==> src/rtl/and_chain_scheduler.sv <==
// and_chain_scheduler
// Two requesters share a single 2-input AND stage. Each accepted operation
// computes E=A&B, F=E&C, G=F&D over three successive cycles. Requesters are
// granted round-robin, and every output comes straight from a register.

module and_chain_scheduler #(
  parameter int WIDTH = 1
) (
  input  logic               CLK,
  input  logic               RST,
  input  logic               REQ0,
  input  logic [4*WIDTH-1:0] DIN0,
  input  logic               REQ1,
  input  logic [4*WIDTH-1:0] DIN1,
  output logic               GNT0,
  output logic               GNT1,
  output logic               BUSY,
  output logic [WIDTH-1:0]   E,
  output logic [WIDTH-1:0]   F,
  output logic [WIDTH-1:0]   G,
  output logic               DONE,
  output logic               OWNER
);

  typedef enum logic [2:0] {
    IDLE = 3'd0,
    S1   = 3'd1,
    S2   = 3'd2,
    S3   = 3'd3,
    FIN  = 3'd4
  } state_t;

  state_t               r_state;
  logic [4*WIDTH-1:0]   r_oper;
  logic [WIDTH-1:0]     r_e;
  logic [WIDTH-1:0]     r_f;
  logic [WIDTH-1:0]     r_g;
  logic                 r_gnt0;
  logic                 r_gnt1;
  logic                 r_busy;
  logic                 r_done;
  logic                 r_owner;
  logic                 r_last;

  state_t               w_nextState;
  logic [4*WIDTH-1:0]   w_nextOper;
  logic [WIDTH-1:0]     w_nextE;
  logic [WIDTH-1:0]     w_nextF;
  logic [WIDTH-1:0]     w_nextG;
  logic                 w_nextGnt0;
  logic                 w_nextGnt1;
  logic                 w_nextDone;
  logic                 w_nextOwner;
  logic                 w_nextLast;
  logic                 w_pick;

  logic [WIDTH-1:0]     w_opA;
  logic [WIDTH-1:0]     w_opB;
  logic [WIDTH-1:0]     w_opC;
  logic [WIDTH-1:0]     w_opD;
  logic [WIDTH-1:0]     w_andX;
  logic [WIDTH-1:0]     w_andY;
  logic [WIDTH-1:0]     w_and;

  assign w_opA = r_oper[WIDTH-1:0];
  assign w_opB = r_oper[2*WIDTH-1:WIDTH];
  assign w_opC = r_oper[3*WIDTH-1:2*WIDTH];
  assign w_opD = r_oper[4*WIDTH-1:3*WIDTH];

  // Steer the inputs of the one shared AND stage according to the chain step.
  always_comb begin
    w_andX = '0;
    w_andY = '0;
    case (r_state)
      S1: begin
        w_andX = w_opA;
        w_andY = w_opB;
      end
      S2: begin
        w_andX = r_e;
        w_andY = w_opC;
      end
      S3: begin
        w_andX = r_f;
        w_andY = w_opD;
      end
      default: begin
        w_andX = '0;
        w_andY = '0;
      end
    endcase
  end

  assign w_and = w_andX & w_andY;

  // With both requesting, grant the one that was not granted last time.
  // With only one requesting, grant that one.
  always_comb begin
    if (REQ0 && REQ1) begin
      w_pick = ~r_last;
    end else begin
      w_pick = REQ1;
    end
  end

  // Next-state and next-output logic. Everything holds unless a step updates it.
  always_comb begin
    w_nextState = r_state;
    w_nextOper  = r_oper;
    w_nextE     = r_e;
    w_nextF     = r_f;
    w_nextG     = r_g;
    w_nextGnt0  = 1'b0;
    w_nextGnt1  = 1'b0;
    w_nextDone  = 1'b0;
    w_nextOwner = r_owner;
    w_nextLast  = r_last;
    case (r_state)
      IDLE: begin
        if (REQ0 || REQ1) begin
          w_nextOper  = w_pick ? DIN1 : DIN0;
          w_nextOwner = w_pick;
          w_nextLast  = w_pick;
          w_nextGnt0  = ~w_pick;
          w_nextGnt1  = w_pick;
          w_nextE     = '0;
          w_nextF     = '0;
          w_nextG     = '0;
          w_nextState = S1;
        end
      end
      S1: begin
        w_nextE     = w_and;
        w_nextState = S2;
      end
      S2: begin
        w_nextF     = w_and;
        w_nextState = S3;
      end
      S3: begin
        w_nextG     = w_and;
        w_nextDone  = 1'b1;
        w_nextState = FIN;
      end
      FIN: begin
        w_nextState = IDLE;
      end
      default: begin
        w_nextState = IDLE;
      end
    endcase
  end

  // State and output registers. Reset aborts any operation in flight.
  always_ff @(posedge CLK or posedge RST) begin
    if (RST) begin
      r_state <= IDLE;
      r_oper  <= '0;
      r_e     <= '0;
      r_f     <= '0;
      r_g     <= '0;
      r_gnt0  <= 1'b0;
      r_gnt1  <= 1'b0;
      r_busy  <= 1'b0;
      r_done  <= 1'b0;
      r_owner <= 1'b0;
      r_last  <= 1'b1;
    end else begin
      r_state <= w_nextState;
      r_oper  <= w_nextOper;
      r_e     <= w_nextE;
      r_f     <= w_nextF;
      r_g     <= w_nextG;
      r_gnt0  <= w_nextGnt0;
      r_gnt1  <= w_nextGnt1;
      r_busy  <= (w_nextState != IDLE);
      r_done  <= w_nextDone;
      r_owner <= w_nextOwner;
      r_last  <= w_nextLast;
    end
  end

  assign GNT0  = r_gnt0;
  assign GNT1  = r_gnt1;
  assign BUSY  = r_busy;
  assign E     = r_e;
  assign F     = r_f;
  assign G     = r_g;
  assign DONE  = r_done;
  assign OWNER = r_owner;

endmodule

==> config.mk <==
export PLATFORM = sky130hd
export DESIGN_NAME = and_chain_scheduler
export DESIGN_NICKNAME = d
export VERILOG_FILES = /design/src/rtl/and_chain_scheduler.sv
export SDC_FILE = /design/constraint.sdc
export NUM_CORES = 1
export LEC_CHECK = 0
export BUFFER_PORTS_ARGS = -buffer_cell sky130_fd_sc_hd__buf_2
export CAP_MARGIN = 25
export CORE_MARGIN = 2
export CORE_UTILIZATION = 35
export CTS_BUF_LIST = sky130_fd_sc_hd__clkbuf_16
export DETAILED_ROUTE_END_ITERATION = 16
export PLACE_DENSITY = 0.65
export SLEW_MARGIN = 25
export SYNTH_ARGS = -nofsm -noshare
export SYNTH_HDL_FRONTEND = slang
export SYNTH_SLANG_ARGS = --single-unit
==> constraint.sdc <==
create_clock -name CLK -period 2.16 [get_ports CLK]
set_input_delay 0.216 -clock CLK [delete_from_list [all_inputs] [get_ports CLK]]
set_output_delay 0.216 -clock CLK [all_outputs]
set_load 0.05 [all_outputs]
==> results of run 1 <==
cell type report:
| cell class | instances | area share |
|---|---|---|
| Multi-Input combinational cell | 35 | 0.296 |
| Inverter | 3 | 0.0128 |
| Clock buffer | 3 | 0.0851 |
| Tap cell | 27 | 0.0383 |
| Timing Repair Buffer | 19 | 0.108 |
| Clock inverter | 1 | 0.00426 |
| Sequential cell | 16 | 0.455 |
metal layers:
metal,vias to the layer above,wire length [um]
li1,250,-
met1,237,587
met2,18,589
met3,2,42
met4,0,20
met5,-,0
through the flow:
stage	std cells	area (um^2)	worst slack [ps]	utilization
6_report	104	882	796	0.459
5_1_grt	104	882	678	0.459
4_1_cts	104	882	788	0.459
3_5_place_dp	100	803	806	0.418
3_3_place_gp	100	803	874	0.418
2_1_floorplan	56	693	972	-
power groups by stage:
stage,logic (W),clock network [W],registers (W)
CTS,0.000610,0.000361,0.000556
detailed placement,0.000607,0,0.000557
global placement,0.000605,0,0.000551
floorplan,0.000358,0,0.000702
global route,0.000653,0.000371,0.000573
finish,0.000604,0.000352,0.000554
worst max-delay path, cell delays in order, from the launching register on:
cell	delay, ps
dfrtp_1	470
nor3_4	390
o21a_4	240
a2bb2oi_1	180
cell families after synthesis:
family | Yosys count | synth area share
flops | 16 | 0.579
compound gates | 17 | 0.204
xor+xnor | 1 | 0.0126
buf+inv | 5 | 0.0433
simple gates | 17 | 0.161
cells in the mapped netlist, drive strengths merged:
master / count / area, um^2
dfrtp: 15 / 375
nand2: 6 / 22.5
a2bb2oi: 4 / 35.0
o32ai: 4 / 35.0
inv: 3 / 11.3
and3b: 2 / 17.5
buf: 2 / 18.8
nor2: 2 / 7.51
o21ai: 2 / 10.0
o22ai: 2 / 12.5
or3b: 2 / 17.5
a21bo: 1 / 10.0
a21o: 1 / 7.51
a22o: 1 / 8.76
and2: 1 / 6.26
dfstp: 1 / 26.3
nand3: 1 / 5.00
nor2b: 1 / 6.26
nor3: 1 / 16.3
nor4: 1 / 12.5
o21a: 1 / 15.0
o31ai: 1 / 7.51
xnor2: 1 / 8.76
worst max path at each step:
stage          slack [ps]  cells after the start        from   endpoint
3_5_place_dp          810                      3  r_state[1]  r_oper[0]
5_1_grt               680                      3  r_state[1]  r_oper[0]
3_3_place_gp          870                      3  r_state[1]  r_oper[2]
2_1_floorplan         970                      4  r_state[1]  r_oper[0]
6_report              800                      3  r_state[1]  r_oper[0]
4_1_cts               790                      3  r_state[1]  r_oper[0]
==> impl_metrics.csv, run 1 <==
group,metric,value,unit
floorplanning,die_x,48.5,um
route,vias,507,
worst_setup_path,crit_arrival,1520,ps
power,power_density,1710,mW/mm^2
timing,fin_crit,1360,ps
finish,mostFrequentLayoutCell,"buf_2",
placement,hpwl,901,um
finish,layout_common_cells,"buf_2 (19), dfrtp_1 (15), nand2_1 (6)",
route,firstDrtPassIters,4,
floorplanning,num_rows,16,
min_path,hold_path_class,"input pin to asynchronous set/reset pin",
timing,max_slew_margin,0.619,
timing,fin_setup_tns,0,ps
finish,drive_above_1_share,0.351,
power,power,0.00151,W
worst_setup_path,path_max_fanout,8,
cts,clkSlewWorstSetupHoldPaths,50,ps
global_routing,antenna_found_initial,0,
global_routing,grt_pass1_vias,432,
logic_synthesis,syn-num-nets,68,
finish,regMostFlops,"r_oper",
worst_setup_path,rrSetupSlack,800,ps
global_routing,gr-usage-met2,0.174,
power,power.switching,0.000604,W
worst_setup_path,r2r-start,"r_state[1]",
cts,cts_tree,"built",
floorplanning,io_pins,20,
run,cap_violations,0,
cts,numCtsBuffers,3,
power,vdd_ir_drop_max,0.811,mV
timing,tightest_slew,571,ps
logic_synthesis,syn_inst,56,
cts,h-tree-depth,1,
worst_setup_path,reg2regPathDepth,3,
timing,finalCritPeriodShare,0.632,
global_routing,track_usage,0.114,
global_routing,grt_busiest_layer,"met2",
placement,gp_congestion,0.769,
timing,skew,2.39,ps
power,power_frac_clock,0.233,
logic_synthesis,yosysWarnings,0,
floorplanning,die_h,48.5,um
power,power.leakage,0.425,nW
global_routing,grt_pass1_wl,2000,um
logic_synthesis,ys_types,25,
power,pwr-share-comb,0.400,
finish,largest_register_ffs,4,
timing,finalHoldViolations,0,
global_routing,grt_max_degree,17,
timing,drv_slew,0,
finish,multi_input_area,262,um^2
route,first_iter_violations,10,
power,internal-power,0.000905,W
cts,clock_sinks,16,
floorplanning,start_util,0.361,
finish,final_nets,90,
global_routing,use_met3,0.0278,
cts,post_cts_resized,0,
route,drc,0,
power,swShare,0.400,
cts,clkLatencyLatePin,240,ps
worst_setup_path,end_kind,"flip-flop",
finish,regArea,402,um^2
worst_setup_path,worst_setup_path_start_kind,"flip-flop",
timing,rsz0062_at_grt,"no",
timing,finalSetupViolations,0,
route,routedWlPerCell,11.9,um
worst_setup_path,required,2320,ps
worst_setup_path,reg2reg_to,"r_oper[0]",
finish,syn2layout_area_growth,27.3,%
power,pwr-share-seq,0.367,
logic_synthesis,synth-seq-area-share,0.579,
cts,clk_root_buffer_cell,"clkbuf_16",
placement,portBuffers,19,
global_routing,grt_overflow_total,0,
cts,clockBufferDepth,2,
cts,cts_post_setup_buffers_inserted,0,
worst_setup_path,critPathKind,"flip-flop to flip-flop",
finish,top_regs,"r_oper x4, r_state x3",
logic_synthesis,avgSynthCellArea,12.4,um^2
cts,holdBufCountCts,0,
floorplanning,dieArea,0.00235,mm^2
timing,fmax,733,MHz
finish,nFillCells,182,
logic_synthesis,synthesis.area,693,um^2
route,via_per_inst,4.88,
route,drtAntennaViolNets,0,
finish,antenna_cells,0,
logic_synthesis,ys_ff_latch,16,
status,status,"finished clean",
floorplanning,coreArea,0.00192,mm^2
route,wirelength,1240,um
timing,hold-worst-slack,23.5,ps
global_routing,grt_util_met1,0.147,
No activity file was read; power rests on OpenSTA's default activity.
==> run 2: changes to the inputs <==
ABC_AREA = 1   (was not set)
PLACE_DENSITY = 0.64   (was 0.65)
clock period = 1.4 ns   (was 2.16 ns; I/O delays follow)
==> run 2 against run 1 <==
  * Clock power up 55%
  * Critical path depth up 3
  * Via count up 21%
  * Synthesized area up 9.0%
  * Count of clock-buffer cells in the layout unchanged
  * Clock skew down 1.8 ps
  * Final cell count up 26%
  * Non-clock buffer count up 2
  * Cell area up 9.9%
  * Sequential share of layout area down 4.1 points
  * Critical endpoint is now F
  * Largest cell class unchanged
  * Highest routed layer is now met3
==> impl_metrics.csv, run 2 <==
group,metric,value,unit
status,status,"finished clean",
power,swShare,0.434,
worst_setup_path,r2r-start,"r_state[1]",
timing,tightest_slew,616,ps
power,power.switching,0.00101,W
finish,final_cells,131,
logic_synthesis,syn_inst,80,
global_routing,grt_max_degree,17,
worst_setup_path,required,1530,ps
placement,place_area,881,um^2
cts,h-tree-depth,1,
timing,hold-worst-slack,153,ps
timing,drv_slew,0,
logic_synthesis,yosys_most_used_dff,"dfrtp_1",
finish,regMostFlops,"r_oper",
logic_synthesis,synthTopCellsByCount,"dfrtp_1 (15), nand2_1 (15), nand3_1 (9), nor2_1 (9), inv_1 (6)",
power,internal-power,0.00132,W
worst_setup_path,crit_start,"r_state[1]",
timing,max_slew_margin,0.589,
finish,final_nets,117,
run,cap_violations,0,
worst_setup_path,slowest_stage,"dfrtp_1",
timing,finalHoldViolations,0,
floorplanning,io_pins,20,
finish,layout_common_cells,"buf_2 (19), dfrtp_1 (15), nand2_1 (15)",
worst_setup_path,crit_arrival,1340,ps
floorplanning,die_h,50.5,um
cts,clockBufferDepth,2,
finish,antenna_cells,0,
timing,fmax,825,MHz
worst_setup_path,critPathMaxStageDelay,450,ps
timing,rsz0062_at_grt,"no",
logic_synthesis,syn-num-nets,92,
global_routing,grt_pass1_wl,2520,um
global_routing,grt_pass1_vias,589,
worst_setup_path,end_kind,"flip-flop",
timing,finalSetupViolations,0,
power,pwr-share-seq,0.342,
power,vdd_ir_drop_max,1.41,mV
logic_synthesis,async_flop_share,1.00,
cts,numCtsBuffers,3,
finish,largest_register_ffs,4,
finish,top_regs,"r_oper x4, r_state x3",
power,power_density,2410,mW/mm^2
route,drtAntennaViolNets,0,
floorplanning,start_util,0.378,
worst_setup_path,worst_setup_path_start_kind,"flip-flop",
cts,cts_tree,"built",
timing,skew,0.548,ps
floorplanning,dieArea,0.00255,mm^2
global_routing,antenna_found_initial,0,
power,power.leakage,0.513,nW
worst_setup_path,path_cells,"nor2_4, nand2_4, nor2_4, inv_2, nand3_1, nand2_1",
placement,hpwl,1070,um
route,vias,612,
placement,dp.cells,126,
finish,mostFrequentLayoutCell,"buf_2",
worst_setup_path,rrSetupSlack,190,ps
route,firstDrtPassIters,4,
worst_setup_path,path_common_cell,"nor2_4",
logic_synthesis,yosysWarnings,0,
route,routedWlPerCell,10.8,um
floorplanning,coreArea,0.00200,mm^2
route,via_per_inst,4.67,
min_path,min_from,"DIN1[2]",
min_path,hold_path_class,"input pin to flip-flop",
logic_synthesis,synth-seq-area-share,0.531,
route,first_iter_violations,17,
floorplanning,die_x,50.5,um
logic_synthesis,avgSynthCellArea,9.45,um^2
global_routing,grt_overflow_total,0,
finish,finalInstanceArea,970,um^2
finish,drive_above_1_share,0.385,
cts,clkLatencyLatePin,240,ps
worst_setup_path,critPathKind,"flip-flop to flip-flop",
logic_synthesis,ys_ff_latch,16,
power,power_frac_clock,0.234,
route,wirelength,1410,um
logic_synthesis,ys_top_cells_by_area,"dfrtp_1 (50%), nand2_1 (7.5%), nand3_1 (6.0%)",
route,drc,0,
placement,gp_congestion,0.838,
finish,syn2layout_area_growth,28.3,%
cts,clk_root_buffer_cell,"clkbuf_16",
logic_synthesis,synthesis.area,756,um^2
timing,finalCritPeriodShare,0.866,
cts,clock_sinks,16,
power,pwr-share-comb,0.424,
placement,portBuffers,19,
timing,fin_crit,1210,ps
logic_synthesis,ys_types,19,
floorplanning,num_rows,16,
logic_synthesis,yosysTopAreaCellShare,0.497,
global_routing,track_usage,0.134,
finish,nFillCells,196,
timing,fin_setup_tns,0,ps
logic_synthesis,synth_edf_count,0,
power,power,0.00233,W
cts,clkSlewWorstSetupHoldPaths,50,ps
worst_setup_path,path_max_fanout,11,
logic_synthesis,yosysTopAreaCell,"dfrtp_1",
==> run 2: cell types whose count changed after synthesis, sizes merged, moves of 2 or more <==
cell | before | now
or3b | 2 | 0
nand4 | 0 | 3
nand3 | 1 | 10
inv | 3 | 10
o21ai | 2 | 8
nand2 | 6 | 17
and3b | 2 | 0
nor2 | 2 | 13
a2bb2oi | 4 | 0
o32ai | 4 | 0
o22ai | 2 | 0
==> run 2: path summary, 6_finish.rpt <==
path                        endpoint  cells after the start
setup / recovery                   F                      6
hold reg to reg               r_last                      2
hold / removal             r_oper[2]                      3
min in group asynchronous       BUSY                      3
setup reg to reg                   F                      6
max in group asynchronous          F                      3
==> run 2: through the flow <==
step	setup WS, ps	utilization
floorplan	243	-
global placement	240	0.440
detailed placement	183	0.440
CTS	184	0.484
global route	80.0	0.484
finish	188	0.484
==> run 2: timing repair <==
| action | in CTS | in global routing |
|---|---|---|
| buffers inserted | 0 | 0 |
| endpoints found under the hold margin | 15 | 0 |
| resized for setup | 0 | 0 |
| hold buffers | 1 | 0 |
==> run 2: cell families (layout without fill, tap and decap cells) <==
family          after synthesis  after routing  share of synthesized area
simple gates                 44             44                      0.320
buf+inv                      11             35                     0.0679
compound gates                9              9                     0.0811
flops                        16             16                      0.531
==> run 2: cell type report <==
type,instances,area (um^2),area share
clock buffers,3,75.1,0.0774
repair buffers,21,113,0.116
inverters,10,40.0,0.0413
clock inverters,1,3.75,0.00387
well taps,27,33.8,0.0348
multi-input cells,53,303,0.312
flip-flops and latches,16,402,0.414
==> run 2: power by group through the flow <==
stage | registers, W | clock network, W | logic, W
detailed placement | 0.000806 | 0 | 0.000994
global route | 0.000827 | 0.000585 | 0.00108
CTS | 0.000801 | 0.000558 | 0.000997
floorplan | 0.00102 | 0 | 0.000592
finish | 0.000799 | 0.000546 | 0.000988
global placement | 0.000803 | 0 | 0.000980
==> run 2: metal layers <==
| layer | wire (um) | vias up | GRT usage |
|---|---|---|---|
| met2 | 685 | 20 | 0.211 |
| met4 | 0 | 0 | 0.0315 |
| met1 | 631 | 286 | 0.162 |
| met3 | 97 | 0 | 0.0685 |
| met5 | 0 | - | 0 |
| li1 | - | 306 | - |
==> run 2: critical path: cells and delay by family, from the launching register on <==
kind | cells | cell delay [ps]
simple gates | 5 | 540
buf+inv | 1 | 120
flops | 1 | 450
==> run 3: changes to the inputs <==
CORE_UTILIZATION = 49   (was 35)
PLACE_DENSITY = 0.82   (was 0.64)
==> run 3 against run 2 <==
  * Utilization up 17 points
  * First-iteration DRC count unchanged
  * Critical path type unchanged
  * Non-clock buffer count unchanged
  * Routed wire length down 2.1%
  * Clock power down 1%
  * Via count down 0.49%
  * Count of clock-buffer cells in the layout unchanged
  * Register-to-register slack worse by 20 ps
  * Cell area down 1.4%
  * Die area down 26%
  * Sequential power up 1%
==> impl_metrics.csv, run 3 (synthesized netlist as in run 2, its figures left out) <==
group,metric,value,unit
worst_setup_path,critPathKind,"flip-flop to flip-flop",
worst_setup_path,crit_arrival,1360,ps
route,drc,0,
cts,h-tree-depth,1,
placement,dp.cells,115,
placement,portBuffers,19,
status,status,"finished clean",
finish,layout_common_cells,"buf_2 (19), dfrtp_1 (15), nand2_1 (15)",
cts,cts_post_setup_buffers_inserted,0,
worst_setup_path,end_kind,"flip-flop",
run,cap_violations,0,
worst_setup_path,r2r-start,"r_state[1]",
timing,hold-worst-slack,155,ps
timing,finalHoldViolations,0,
worst_setup_path,reg2reg_to,"F",
min_path,hold_end,"r_oper[3]",
worst_setup_path,slowest_stage,"dfrtp_1",
global_routing,antenna_found_initial,0,
route,firstDrtPassIters,4,
route,drtAntennaViolNets,0,
global_routing,track_usage,0.184,
global_routing,grt_pass1_wl,2560,um
power,power,0.00234,W
cts,clockBufferDepth,2,
power,power.leakage,0.513,nW
floorplanning,start_util,0.514,
placement,gp_congestion,0.767,
power,power_density,2450,mW/mm^2
floorplanning,num_rows,14,
route,wirelength,1380,um
route,first_iter_violations,17,
worst_setup_path,reg2regPathDepth,6,
placement,hpwl,1010,um
timing,finalCritPeriodShare,0.881,
timing,finalSetupViolations,0,
floorplanning,dieArea,0.00187,mm^2
floorplanning,coreArea,0.00147,mm^2
finish,regMostFlops,"r_oper",
finish,top_regs,"r_oper x4, r_state x3",
finish,fin_util,0.650,
cts,clkSlewWorstSetupHoldPaths,50,ps
worst_setup_path,required,1530,ps
global_routing,grt_max_degree,17,
worst_setup_path,path_common_cell,"nor2_4",
min_path,min_from,"DIN1[3]",
finish,drive_above_1_share,0.385,
timing,fmax,811,MHz
timing,rsz0062_at_grt,"no",
power,vdd_ir_drop_max,1.60,mV
route,vias,609,
finish,antenna_cells,0,
worst_setup_path,critPathMaxStageDelay,460,ps
timing,skew,4.15,ps
finish,syn2layout_area_growth,26.5,%
finish,final_nets,117,
route,routedWlPerCell,11.5,um
worst_setup_path,path_max_fanout,11,
min_path,whs_path_depth,3,
timing,fin_crit,1230,ps
global_routing,grt_pass1_vias,623,
cts,numCtsBuffers,3,
timing,fin_setup_tns,0,ps
finish,mostFrequentLayoutCell,"buf_2",
worst_setup_path,worst_setup_path_start_kind,"flip-flop",
timing,drv_slew,0,
cts,clk_root_buffer_cell,"clkbuf_16",
finish,final_cells,120,
floorplanning,die_x,43.3,um
timing,max_slew_margin,0.625,
cts,clock_sinks,16,
finish,largest_register_ffs,4,
global_routing,grt_overflow_total,0,
timing,tightest_slew,563,ps
min_path,hold_path_class,"input pin to flip-flop",
route,via_per_inst,5.08,
worst_setup_path,path_cells,"nor2_4, nand2_4, nor2_4, inv_2, nand3_1, nand2_1",
floorplanning,die_h,43.3,um
worst_setup_path,rrSetupSlack,170,ps
cts,clkLatencyLatePin,240,ps
cts,cts_tree,"built",
floorplanning,io_pins,20,
[run 3: how the worst max path moves through the flow]
stage,cells past startpoint,slack (ps),endpoint,from
after detailed placement,6,190,F,r_state[1]
after global placement,6,240,F,r_state[1]
after CTS,6,170,F,r_state[1]
after global routing,6,80,r_oper[0],r_state[1]
final,6,170,F,r_state[1]
after floorplan,7,240,G,r_state[1]
[run 3: what timing repair did]
item,4_1_cts,5_1_grt
hold endpoints to repair,15,0
resized for setup,0,0
hold buffers,1,0
[run 3: through the flow]
step / setup slack (ps) / area (um^2)
after CTS: 173 / 956
after global routing: 82.9 / 956
after global placement: 238 / 867
after floorplan: 243 / 756
final: 167 / 956
after detailed placement: 186 / 867
[run 3: final cells by class]
cell class	count	area (um^2)
fillers	121	515
flip-flops and latches	16	402
multi-input cells	53	303
repair buffers	21	113
clock buffers	3	75.1
inverters	10	40.0
well taps	16	20.0
clock inverters	1	3.75
[run 3: worst max-delay path, delay by kind of cell (launching register included)]
family	cells	cell delay, ps
and+or+nand+nor	5	530
DFF	1	460
buffers and inverters	1	120
[run 3: per-layer routing]
metal | vias up | track usage | part of all wire
met5 | - | 0 | 0
met4 | 0 | 0.0545 | 0
met3 | 0 | 0.0511 | 0.042
met2 | 19 | 0.304 | 0.53
met1 | 283 | 0.232 | 0.43
li1 | 307 | - | -
[run 3: report_power, final]
| part | switching (W) | total, W | internal [W] |
|---|---|---|---|
| clock | 0.000161 | 0.000538 | 0.000377 |
| sequential | 0.000154 | 0.000810 | 0.000656 |
| combinational | 0.000707 | 0.000994 | 0.000286 |
